===== config.mk =====
export PLATFORM = sky130hd
export DESIGN_NAME = multicycle_main_controller
export DESIGN_NICKNAME = d
export VERILOG_FILES = /design/src/rtl/multicycle_main_controller.sv
export SDC_FILE = /design/constraint.sdc
export NUM_CORES = 1
export LEC_CHECK = 0
export ABC_AREA = 1
export CAP_MARGIN = 20
export CORE_ASPECT_RATIO = 0.75
export CORE_UTILIZATION = 30
export DETAILED_ROUTE_END_ITERATION = 10
export PLACE_DENSITY = 0.59
export REMOVE_ABC_BUFFERS = 1
export SYNTH_ARGS = -nofsm -noshare
export SYNTH_HDL_FRONTEND = slang
export SYNTH_SLANG_ARGS = --single-unit

===== constraint.sdc =====
create_clock -name clk -period 3.7 [get_ports clk]
set_input_delay 0.555 -clock clk [delete_from_list [all_inputs] [get_ports clk]]
set_output_delay 0.555 -clock clk [all_outputs]
set_load 0.005 [all_outputs]

===== src/rtl/multicycle_main_controller.sv =====
// RV32I main control: single-cycle opcode decode plus an FSM that
// sequences multi-cycle MEMCOPY and iterative MUL custom ops.
module multicycle_main_controller #(
  parameter int MUL_LATENCY    = 8,
  parameter int MAX_COPY_WORDS = 16,
  parameter int CNT_W          = $clog2(MAX_COPY_WORDS+1),
  localparam int SW            = $clog2(MUL_LATENCY+1)
) (
  input  logic             clk,
  input  logic             reset,
  input  logic             instr_valid,
  input  logic [6:0]       Opcode,
  input  logic [CNT_W-1:0] copy_words,
  input  logic             mem_ready,
  output logic             ALUSrc,
  output logic [1:0]       MemtoReg,
  output logic             RegWrite,
  output logic             MemRead,
  output logic             MemWrite,
  output logic             Branch,
  output logic             jump,
  output logic [1:0]       Aluop,
  output logic             MemCopy,
  output logic             mul,
  output logic             stall,
  output logic             busy,
  output logic [CNT_W-1:0] copy_idx,
  output logic [SW-1:0]    mul_step,
  output logic             illegal
);

  localparam logic [6:0] OP_R    = 7'b0110011;
  localparam logic [6:0] OP_LW   = 7'b0000011;
  localparam logic [6:0] OP_S    = 7'b0100011;
  localparam logic [6:0] OP_SB   = 7'b1100011;
  localparam logic [6:0] OP_I    = 7'b0010011;
  localparam logic [6:0] OP_JALR = 7'b1100111;
  localparam logic [6:0] OP_JAL  = 7'b1101111;
  localparam logic [6:0] OP_MCP  = 7'b1000000;
  localparam logic [6:0] OP_MUL  = 7'b1111111;

  localparam logic [CNT_W-1:0] NMAX  = CNT_W'(MAX_COPY_WORDS);
  localparam logic [SW-1:0]    SLAST = SW'(MUL_LATENCY-1);

  // {ALUSrc,MemtoReg,RegWrite,MemRead,MemWrite,Branch,jump,Aluop}
  localparam logic [9:0] C_R    = 10'b0_00_1_0_0_0_0_10;
  localparam logic [9:0] C_LW   = 10'b1_01_1_1_0_0_0_00;
  localparam logic [9:0] C_S    = 10'b1_00_0_0_1_0_0_00;
  localparam logic [9:0] C_SB   = 10'b0_00_0_0_0_1_0_01;
  localparam logic [9:0] C_I    = 10'b1_00_1_0_0_0_0_11;
  localparam logic [9:0] C_JALR = 10'b1_10_1_0_0_0_1_00;
  localparam logic [9:0] C_JAL  = 10'b0_10_1_0_0_0_1_00;
  localparam logic [9:0] C_RD   = 10'b0_00_0_1_0_0_0_00;
  localparam logic [9:0] C_WR   = 10'b0_00_0_0_1_0_0_00;
  localparam logic [9:0] C_MULW = 10'b0_11_1_0_0_0_0_00;

  typedef enum logic [1:0] {
    IDLE, CP_RD, CP_WR, MUL_RUN
  } state_t;

  state_t           state, nstate;
  logic [CNT_W-1:0] n_q, n_d;
  logic [CNT_W-1:0] idx_q, idx_d;
  logic [SW-1:0]    step_q, step_d;
  logic [CNT_W-1:0] n_req;
  logic             cp_last;
  logic [9:0]       ctl;

  assign n_req   = (copy_words > NMAX) ? NMAX : copy_words;
  assign cp_last = (idx_q == n_q - CNT_W'(1));

  always_ff @(posedge clk or posedge reset) begin
    if (reset) begin
      state  <= IDLE;
      n_q    <= '0;
      idx_q  <= '0;
      step_q <= '0;
    end else begin
      state  <= nstate;
      n_q    <= n_d;
      idx_q  <= idx_d;
      step_q <= step_d;
    end
  end

  always_comb begin
    nstate = state;
    n_d    = n_q;
    idx_d  = idx_q;
    step_d = step_q;
    unique case (state)
      IDLE: begin
        if (instr_valid && Opcode == OP_MCP && n_req != '0) begin
          nstate = CP_RD;
          n_d    = n_req;
          idx_d  = '0;
        end else if (instr_valid && Opcode == OP_MUL
                     && MUL_LATENCY > 1) begin
          nstate = MUL_RUN;
          step_d = SW'(1);
        end
      end
      CP_RD: begin
        if (mem_ready) nstate = CP_WR;
      end
      CP_WR: begin
        if (mem_ready && cp_last) begin
          nstate = IDLE;
          idx_d  = '0;
          n_d    = '0;
        end else if (mem_ready) begin
          nstate = CP_RD;
          idx_d  = idx_q + CNT_W'(1);
        end
      end
      MUL_RUN: begin
        if (step_q == SLAST) begin
          nstate = IDLE;
          step_d = '0;
        end else begin
          step_d = step_q + SW'(1);
        end
      end
      default: nstate = IDLE;
    endcase
  end

  // Reset forces every strobe low even if the decode inputs are live
  always_comb begin
    ctl     = '0;
    MemCopy = 1'b0;
    mul     = 1'b0;
    stall   = 1'b0;
    illegal = 1'b0;
    if (!reset) begin
      unique case (state)
        IDLE: begin
          if (instr_valid) begin
            unique case (1'b1)
              (Opcode == OP_R):    ctl = C_R;
              (Opcode == OP_LW):   ctl = C_LW;
              (Opcode == OP_S):    ctl = C_S;
              (Opcode == OP_SB):   ctl = C_SB;
              (Opcode == OP_I):    ctl = C_I;
              (Opcode == OP_JALR): ctl = C_JALR;
              (Opcode == OP_JAL):  ctl = C_JAL;
              (Opcode == OP_MCP):  stall = (n_req != '0);
              (Opcode == OP_MUL): begin
                mul = 1'b1;
                if (MUL_LATENCY == 1) ctl = C_MULW;
                else stall = 1'b1;
              end
              default: illegal = 1'b1;
            endcase
          end
        end
        CP_RD: begin
          ctl     = C_RD;
          MemCopy = 1'b1;
          stall   = 1'b1;
        end
        CP_WR: begin
          ctl     = C_WR;
          MemCopy = 1'b1;
          stall   = !(mem_ready && cp_last);
        end
        MUL_RUN: begin
          mul = 1'b1;
          if (step_q == SLAST) ctl = C_MULW;
          else stall = 1'b1;
        end
        default: ctl = '0;
      endcase
    end
  end

  assign {ALUSrc, MemtoReg, RegWrite, MemRead,
          MemWrite, Branch, jump, Aluop} = ctl;
  assign busy     = (state != IDLE);
  assign copy_idx = idx_q;
  assign mul_step = step_q;

endmodule

==> Yosys cells after proc, flatten, opt, wreduce, memory -nomap -nowiden <==
Cells that the tools add are included.
{ "totals": {"register_bits": 16} }
{ "classes": {"add_sub_neg": 3, "order_cmp": 1, "eq_ne": 22, "mux": 39, "n_reduce_logical": 16} }
{ "op_table": {"columns": ["op", "count"], "rows": [
  ["$pmux W10 S7", 1],
  ["$pmux W10 S4", 1],
  ["$eq A7 B7 Y1 const B", 5],
  ["$mux W5", 6],
  ["$mux W10", 2],
  ["$pmux W5 S2", 2],
  ["$eq A7 B6 Y1 const B", 2],
  ["$mux W1", 12],
  ["$mux W2", 6],
  ["$mux W4", 3],
  ["$ne A2 B2 Y1 const B", 6],
  ["$mux W9", 1],
  ["$reduce_and A3 Y1", 3],
  ["$reduce_or A9 Y1", 1],
  ["$pmux W2 S4", 1],
  ["$pmux W4 S2", 1],
  ["$eq A7 B2 Y1 const B", 1],
  ["$eq A7 B5 Y1 const B", 1],
  ["$ne A3 B3 Y1 const B", 2],
  ["$reduce_bool A2 Y1", 3],
  ["$add A5 B1 Y5 const B", 1],
  ["$eq A5 B5 Y1", 1],
  ["$gt A5 B5 Y1 const B", 1],
  ["$reduce_bool A5 Y1", 1],
  ["12 further kinds", 17]
]} }

==> Longest topological paths before layout <==
Gate-level depths: netlist (run 1).
{ "depth": {"depth_word": 7, "depth_mapped": 13, "mapped_depth_nobuf": 13} }

==> Worst setup path after synthesis (run 1) <==
OpenSTA, ideal clock, no wires.
{ "synth_timing": {"kind": "reg2out", "from": "register n_q[0]", "to": "output stall", "arrival_time_ns": 1.438, "t_required_ns": 3.145, "path_slack_ns": 1.707, "stages_incl_launch_ff": 9, "path_buffers": 0, "cell_sequence": "dfrtp_1 inv_1 ha_1 or2_2 nand3_1 nor2_2 nand2_4 nand2_4 a21oi_1"} }
{ "synth_between": {"elab_chain_cells": 6} }
{ "synth_lines": {"columns": ["item", "line_no", "text"], "rows": [
  ["start: declaration", "62", "logic [CNT_W-1:0] n_q, n_d;"],
  ["start signal: assignment", "80", "n_q <= n_d;"],
  ["$sub A5 B1 Y5", "70", "assign cp_last = (idx_q == n_q - CNT_W'(1));"],
  ["$eq A5 B5 Y1", "70", null],
  ["$logic_and A1 B1 Y1", "165", "stall = !(mem_ready && cp_last);"],
  ["$logic_not A1 Y1", "165", null],
  ["$pmux W1 S4", "136", "unique case (state)"],
  ["$mux W1", "135", "if (!reset) begin"],
  ["end: declaration", "25", "output logic stall,"]
]} }
Every way passes these cells.

==> Final worst setup path (run 1) <==
{ "layout_timing": {"from": "input Opcode[5]", "to": "output ALUSrc"} }
{ "layout_between": {"elab_chain_cells": 5} }
{ "layout_lines": {"columns": ["item", "line_no", "text"], "rows": [
  ["start: declaration", "12", "input logic [6:0] Opcode,"],
  ["$eq A7 B7 Y1 (tied with other cells)", "146", "(Opcode == OP_JAL): ctl = C_JAL;"],
  ["$pmux W10 S7 (*)", "139", "unique case (1'b1)"],
  ["$mux W10 (*)", "138", "if (instr_valid) begin"],
  ["$pmux W10 S4 (*)", "136", null],
  ["$mux W10 (*)", "135", null],
  ["end: declaration", "15", "output logic ALUSrc,"]
]} }
Mark *: on every way between the ends. The rest lies on a longest branch, timed or not.

==> run summary, run 1 <==
status: finished, final reports clean
hold path endpoint: n_q[1]
Worst Path Arrival: 2500 ps
Gate Count Post-Synth: 240
die area: 5420 um2
Clock Sinks: 16
Util after Layout: 0.419
reg-to-reg startpoint: state[0]
Inserted Clock Buffers: 3
RSZ-0062 raised after global routing: false
global route overflow: 0
hold path startpoint: n_q[1]
final wirelength: 3.56 mm
initial core utilization: 0.314
routed vias: 1562
first-pass GRT wire length: 6.41 mm
syn avg cell area: 6.41 um2
initial DRC count: 59
Synth cell types: 27
Yosys warnings: 0
area of the core: 4900 um2
Hold Path Cell Cnt: 2
CTS tree: built
GRT Util Overall: 0.143
vias per std cell: 4.55
H-tree depth: 1
Final Critical Period: 3060 ps
vias in the first global route: 1422
Yosys reg bits: 16
Worst Setup Start Kind: input port
clock latency on the worst-skew pair: 240 ps
Max Freq: 0.327 GHz
Final Hold Fails: 0
Final period util: 0.827
Slew HR: 0.692
Worst Hold Margin: 504 ps
setup slack, reg-to-reg: 1860 ps
I/O Pins: 40
Die Y: 64.0 um
Ant. Diodes: 0
Crit Reg-Reg Endpoint: n_q[3]
quantity of I/O buffers inserted on ports: 39
Post-CTS Setup Inserts: 0
Hold Path Class: reg -> reg
worst-case vdd ir drop: 0.315 mV
Post-DRT Antenna Nets: 0
Post-CTS Resized: 0
mapped cell area: 1540 um2
Post-synth EDFFs: 0
Nets: 308
Leakage Power: 0.999 nW
CP max FO: 3
commonest non-fill, non-tap cell in the layout: nand2_1
layout cells sized above 1: 0.0848
dpl cell area: 2000 um2
WL/cell: 10.4 um
RePlAce Congestion: 0.780
largest net degree at the start of global routing: 12
Post-synth ARST share: 1.00
CTS max path bufs: 2
most frequent cells in the layout: nand2_1 (61), clkdlybuf4s50_1 (39), nor2_1 (38), inv_1 (36), nand3_1 (21)
clk slew on worst S/H paths: 60 ps
Critical Path RT: 3140 ps
Worst R2R Path Depth: 8
Fillers: 534
Slew @ Worst Pin: 462 ps
Root Driver: clkbuf_8
Seq/Total Area, Yosys: 0.260
setup TNS: 0 ps
PwrDens: 637 nW/um2
Die W: 84.7 um
max-cap viol count: 0
Clock Skew: 7.05 ps
final slew viol count: 0
row cnt: 22
# DRC: 0
final instance area: 2050 um2
hold buffer count at cts: 0
antenna violations before repair: 0
final setup violation count: 0
Crit Path Class: in -> out
Pre-antenna DRT Iters: 6
Synth Flop Type: dfrtp_1
Syn-to-layout area delta: 33.4%
DP HPWL: 2.92 mm
Setup crit end kind: primary output
cell usage after synthesis, types with 2 or more instances:
master	count	share of area
nor2_1	38	0.093
inv_2	2	0.0049
o21ai_0	8	0.026
xor2_1	4	0.023
a21oi_1	7	0.023
nand3_4	2	0.023
nand2_1	61	0.15
nor3_1	7	0.023
ha_1	8	0.065
dfrtp_1	16	0.26
nand2_4	4	0.029
nand4_1	4	0.016
a31oi_1	2	0.0081
o21ai_1	5	0.016
inv_1	36	0.088
nor2_2	4	0.016
nand3_2	2	0.013
nand3_1	21	0.068
registers in the layout, indices dropped and copies added (netlist names):
name and count:
mul_step 4, state 2, n_q 5, copy_idx 5
worst max-delay path: stages:
cell             delay, ps
clkdlybuf4s50_1        500
inv_1                   90
nor2_1                 200
nand3_1                120
nor2_1                 170
inv_1                   90
nand4_1                110
nand2_1                 80
nor2_1                  90
clkdlybuf4s50_1        510
layer usage:
metal / up-vias / global-route usage / share of wire
met3: 0 / 0.0297 / 0.043
met2: 33 / 0.215 / 0.40
met4: 0 / 0.00636 / 0
met5: - / 0 / 0
met1: 683 / 0.217 / 0.56
li1: 846 / - / -
logic make-up after synthesis:
family	count (synthesis)	synth area share
AO/OA/AOI/OAI	24	0.0911
XOR/XNOR	5	0.0285
adder cells (fa/ha/maj)	8	0.0651
buffers and inverters	40	0.104
flip-flops	16	0.260
AND/OR/NAND/NOR	147	0.451
layout make-up:
| class | instances | area (um2) | area share |
|---|---|---|---|
| clock buffers | 4 | 55.1 | 0.0268 |
| flip-flops and latches | 16 | 400 | 0.195 |
| inverters | 39 | 146 | 0.0713 |
| repair buffers | 40 | 398 | 0.194 |
| well taps | 60 | 75.1 | 0.0366 |
| multi-input cells | 184 | 977 | 0.476 |
how the worst max path moves through the flow:
| stage | cells past startpoint | start | end |
|---|---|---|---|
| after floorplan | 8 | n_q[0] | stall |
| after global placement | 10 | Opcode[5] | Aluop[1] |
| after detailed placement | 10 | Opcode[5] | ALUSrc |
| after CTS | 10 | Opcode[5] | ALUSrc |
| after global routing | 10 | Opcode[5] | ALUSrc |
| final | 10 | Opcode[5] | ALUSrc |
power breakdown:
| part | internal [mW] | switching [mW] |
|---|---|---|
| Sequential | 0.238 | 0.0730 |
| Clock | 0.0942 | 0.0558 |
| Combinational | 0.371 | 0.475 |
through the flow:
stage                     instances  setup slack [ps]  power [mW]
after CTS                       343               656        1.32
after floorplan                 239              1700       0.890
after detailed placement        339               673        1.17
after global routing            343               445        1.46
after global placement          339               672        1.16
final                           343               640        1.31
Power figures use the tool's default switching activity.
==> run 2: changes to the inputs <==
- PLACE_DENSITY: 0.59 -> 0.61
- clock period: 3.7 -> 2.5 ns (I/O delays scaled with it)
==> run 2 against run 1 <==
Effect of this change: sequential power increased by 47%; total power increased by 60%; worst hold slack improved by 35 ps; cell area rose by 14%; register-to-register slack worse by 1100 ps; flip-flop and latch count did not move; die area unchanged; combinational power rose by 64%; final cell count grew 7.6%; largest cell class unchanged; largest power group unchanged; highest routed layer is now met4.
==> run summary, run 2 (synthesis gave the netlist of run 1 again) <==
status: finished, final reports clean
I/O Pins: 40
hold buffer count at cts: 0
WL/cell: 11.1 um
dpl ws: -79.1 ps
first-pass GRT wire length: 6.83 mm
Ant. Diodes: 0
initial core utilization: 0.314
routed vias: 1681
clock latency on the worst-skew pair: 250 ps
largest net degree at the start of global routing: 13
Slew HR: 0.782
total power: 2.09 mW
row cnt: 22
worst-case vdd ir drop: 0.431 mV
PwrDens: 893 nW/um2
clk slew on worst S/H paths: 70 ps
final slew viol count: 0
Post-DRT Antenna Nets: 0
switching power: 965 uW
initial DRC count: 49
Clock Sinks: 16
hold path startpoint: n_q[3]
vias per std cell: 4.56
CTS tree: built
Critical Path RT: 2120 ps
Clock Skew: 3.09 ps
Worst R2R Path Depth: 9
slowest stage cell on the critical path: clkdlybuf4s50_1
die area: 5420 um2
Slew @ Worst Pin: 327 ps
Nets: 334
global route overflow: 0
reg-to-reg startpoint: state[0]
Hold Path Cell Cnt: 2
Root Driver: clkbuf_8
Slowest Stage Delay on Critical Path: 540 ps
Die Y: 64.0 um
hold path endpoint: n_q[3]
GRT met1 Usage: 0.209
final setup violation count: 0
Most common cell on crit path: clkdlybuf4s50_1
setup slack, reg-to-reg: 770 ps
Reg power frac: 0.219
RSZ-0062 raised after global routing: false
commonest non-fill, non-tap cell in the layout: nand2_1
Pre-antenna DRT Iters: 6
crit-path cells: clkdlybuf4s50_1 -> inv_1 -> buf_4 -> o21ai_0 -> a21oi_1 -> clkdlybuf4s50_1
met2 Usage GRT: 0.255
clock power share: 0.114
antenna violations before repair: 0
Inserted Clock Buffers: 3
area of the core: 4900 um2
global routing's busiest layer: met2
vias in the first global route: 1591
CP max FO: 8
Final Critical Period: 2400 ps
max-cap viol count: 0
DP HPWL: 3.15 mm
Int Power: 1.12 mW
most frequent cells in the layout: nand2_1 (57), inv_1 (32), nor2_1 (31), buf_4 (27), clkdlybuf4s50_1 (26)
# DRC: 0
Comb pwr share: 0.668
M3 GR Usage: 0.0375
Crit Path Class: in -> out
H-tree depth: 1
Setup WS post-layout: 100 ps
Switching Share: 0.463
Worst Path Arrival: 2020 ps
final wirelength: 4.09 mm
Final period util: 0.960
Crit Reg-Reg Endpoint: n_q[4]
CTS max path bufs: 2
quantity of I/O buffers inserted on ports: 39
Syn-to-layout area delta: 52.0%
layout cells sized above 1: 0.223
Final Hold Fails: 0
Worst Setup Start Kind: input port
GRT Util Overall: 0.155
RePlAce Congestion: 0.817
Leakage Power: 1.26 nW
Die W: 84.7 um
Setup crit end kind: primary output
Hold Path Class: reg -> reg
Max Freq: 0.417 GHz
## run 2: area by class of cell
type                    count  area, um2
clock buffers               4       55.1
fillers                   535       2560
well taps                  60       75.1
multi-input cells         184       1050
flip-flops and latches     16        402
repair buffers             66        607
inverters                  39        146
## run 2: through the flow
step	hold slack, ps	cells	util	cell area [um2]	setup TNS, ps
2_1_floorplan	317	239	-	1520	0
3_3_place_gp	494	360	0.440	2150	-228
3_5_place_dp	508	360	0.440	2150	-185
4_1_cts	542	367	0.457	2240	0
5_1_grt	587	369	0.477	2340	0
6_report	539	369	0.477	2340	0
## run 2: critical path, delay by kind of cell
family,cells,cell delay (ps)
AOI/OAI and AO/OA,2,210
buffers and inverters,4,1430
## run 2: repair_timing
item,in CTS,in global routing
endpoints found under the hold margin,0,0
pin swaps,2,7
endpoints found under the setup margin,9,9
resized for setup,11,26
setup buffers,3,2
## run 2: power by group through the flow
stage | combinational, mW | clock (mW) | sequential [mW]
finish | 1.39 | 0.237 | 0.456
floorplan | 0.877 | 0 | 0.441
CTS | 1.36 | 0.243 | 0.456
detailed placement | 1.33 | 0 | 0.460
global route | 1.58 | 0.255 | 0.473
global placement | 1.31 | 0 | 0.459
## run 2: how the worst max path moves through the flow
stage / startpoint / end / slack, ps / depth (start not counted)
floorplan: n_q[0] / stall / 680 / 8
global placement: Opcode[3] / Aluop[1] / -80 / 9
detailed placement: Opcode[1] / Aluop[1] / -80 / 10
CTS: Opcode[1] / ALUSrc / 8 / 10
global route: reset / MemWrite / 10 / 6
finish: reset / MemWrite / 100 / 6
## run 2: routing by layer
layer | up-vias | wire, um
li1 | 897 | -
met5 | - | 0
met4 | 0 | 14
met3 | 3 | 204
met2 | 37 | 1800
met1 | 744 | 2080
==> run 3: changes to the inputs <==
- PLACE_DENSITY: 0.61 -> 0.67
- clock period: 2.5 -> 2.2 ns (I/O delays scaled with it)
==> run 3 against run 2 <==
Effect of this change: final cell count grew 4.9%; non-clock buffer count up 18; combinational power rose by 29%; global-route usage is 1.2 points higher; sequential power grew 8.1%; largest power group unchanged; register-to-register slack worse by 280 ps; via count grew 5.8%; routed wire length increased by 6.1%; worst hold slack improved by 2.3 ps; die area did not move; core utilization rose by 2.7 points.
==> run summary, run 3 (synthesis gave the netlist of run 1 again) <==
row cnt: 22
commonest non-fill, non-tap cell in the layout: nand2_1
DP HPWL: 3.24 mm
H-tree depth: 1
Hold Path Class: reg -> reg
CTS max path bufs: 2
final wirelength: 4.34 mm
# DRC: 0
area of the core: 4900 um2
WL/cell: 11.2 um
Final Critical Period: 2090 ps
Final period util: 0.952
GRT Util Overall: 0.167
Final Hold Fails: 0
Slew @ Worst Pin: 338 ps
Worst Hold Margin: 541 ps
vias per std cell: 4.59
layout cells sized above 1: 0.297
Critical Path RT: 1870 ps
Setup crit start: state[0]
crit-path cells: inv_2 -> ha_2 -> inv_2 -> nor2_2 -> buf_4 -> a31oi_4 -> nor2_1 -> nand2_1 -> o21ai_0 -> dlygate4sd2_1
hold path endpoint: n_q[3]
worst-case vdd ir drop: 0.488 mV
initial core utilization: 0.314
Worst Setup Start Kind: flip-flop
setup TNS: 0 ps
clock latency on the worst-skew pair: 250 ps
most frequent cells in the layout: nand2_1 (58), buf_4 (45), nor2_1 (30), inv_1 (29)
clk slew on worst S/H paths: 70 ps
Syn-to-layout area delta: 60.5%
Ant. Diodes: 0
PwrDens: 1030 nW/um2
Crit Path Class: reg -> out
Slowest Stage Delay on Critical Path: 380 ps
max-cap viol count: 0
CP max FO: 4
vias in the first global route: 1748
Most common cell on crit path: inv_2
final setup violation count: 0
initial DRC count: 58
Worst R2R Path Depth: 9
Hold Path Cell Cnt: 2
status: finished, final reports clean
reg-to-reg startpoint: state[1]
Worst Path Arrival: 1760 ps
total power: 2.54 mW
RSZ-0062 raised after global routing: false
Nets: 352
setup slack, reg-to-reg: 490 ps
Clock Skew: 5.58 ps
Pre-antenna DRT Iters: 6
slowest stage cell on the critical path: dfrtp_1
hold path startpoint: n_q[3]
die area: 5420 um2
largest net degree at the start of global routing: 17
CTS tree: built
Max Freq: 0.478 GHz
Clock Sinks: 16
final slew viol count: 0
RePlAce Congestion: 0.905
I/O Pins: 40
Leakage Power: 1.29 nW
hold buffer count at cts: 0
routed vias: 1778
quantity of I/O buffers inserted on ports: 39
Die W: 84.7 um
Die Y: 64.0 um
first-pass GRT wire length: 7.38 mm
Setup crit end kind: primary output
Root Driver: clkbuf_8
Util after Layout: 0.504
Post-DRT Antenna Nets: 0
antenna violations before repair: 0
Fillers: 514
Slew HR: 0.775
Crit Reg-Reg Endpoint: n_q[2]
global route overflow: 0
Inserted Clock Buffers: 3
==> run 3: changes by cell type in the layout (fill, tap and decap cells not counted), moves of 2 or more <==
cell,delta
inv_2,+3
dlymetal6s2s_1,-5
dlygate4sd2_1,+9
nor2_2,+2
clkdlybuf4s50_1,-7
inv_1,-3
a21oi_1,-2
ha_1,-2
buf_4,+18
==> run 3: worst max path at each step <==
stage                     cells after the start       end  slack [ps]
after floorplan                               8     stall         420
after global placement                        9  Aluop[1]        -300
after global routing                          7  RegWrite          20
final                                        10  RegWrite         110
after detailed placement                     10  Aluop[1]        -280
after CTS                                     9     stall          -7
==> run 3: per-layer routing <==
metal  vias to the layer above  global-route usage  part of all wire
met2                        47               0.279              0.45
met1                       789               0.223              0.49
met3                         8              0.0362             0.047
li1                        934                   -                 -
met5                         -                   0                 0
met4                         0              0.0318             0.013
==> run 3: area by class of cell <==
cell class / instances / area [um2] / share of cell area
multi-input combinational: 184 / 1080 / 0.438
tap: 60 / 75.1 / 0.0304
timing repair buffer: 84 / 709 / 0.287
inverter: 39 / 146 / 0.0593
sequential: 16 / 400 / 0.162
clock buffer: 4 / 55.1 / 0.0223
==> run 3: where the power goes <==
part | switching (mW) | internal, mW
Sequential | 0.0931 | 0.400
Combinational | 0.967 | 0.823
Clock | 0.103 | 0.159
Total | 1.16 | 1.38
==> run 3: timing repair <==
item | CTS | global route
resized for setup | 37 | 21
pin swaps | 6 | 3
buffers inserted | 6 | 1
endpoints found under the setup margin | 13 | 8
==> run 3: critical path: cells and delay by family, from the launching register on <==
kind                       cells  cell delay (ps)
AOI/OAI and AO/OA              2              260
adders and majority gates      1              190
buffers and inverters          4              520
DFF                            1              380
and+or+nand+nor                3              150
==> run 3: stage by stage <==
| step | setup slack, ps | cells | cell area (um2) |
|---|---|---|---|
| after floorplan | 420 | 239 | 1520 |
| after global placement | -298 | 376 | 2270 |
| after detailed placement | -280 | 376 | 2270 |
| after CTS | -7.33 | 386 | 2400 |
| after global routing | 20.5 | 387 | 2470 |
| final | 106 | 387 | 2470 |
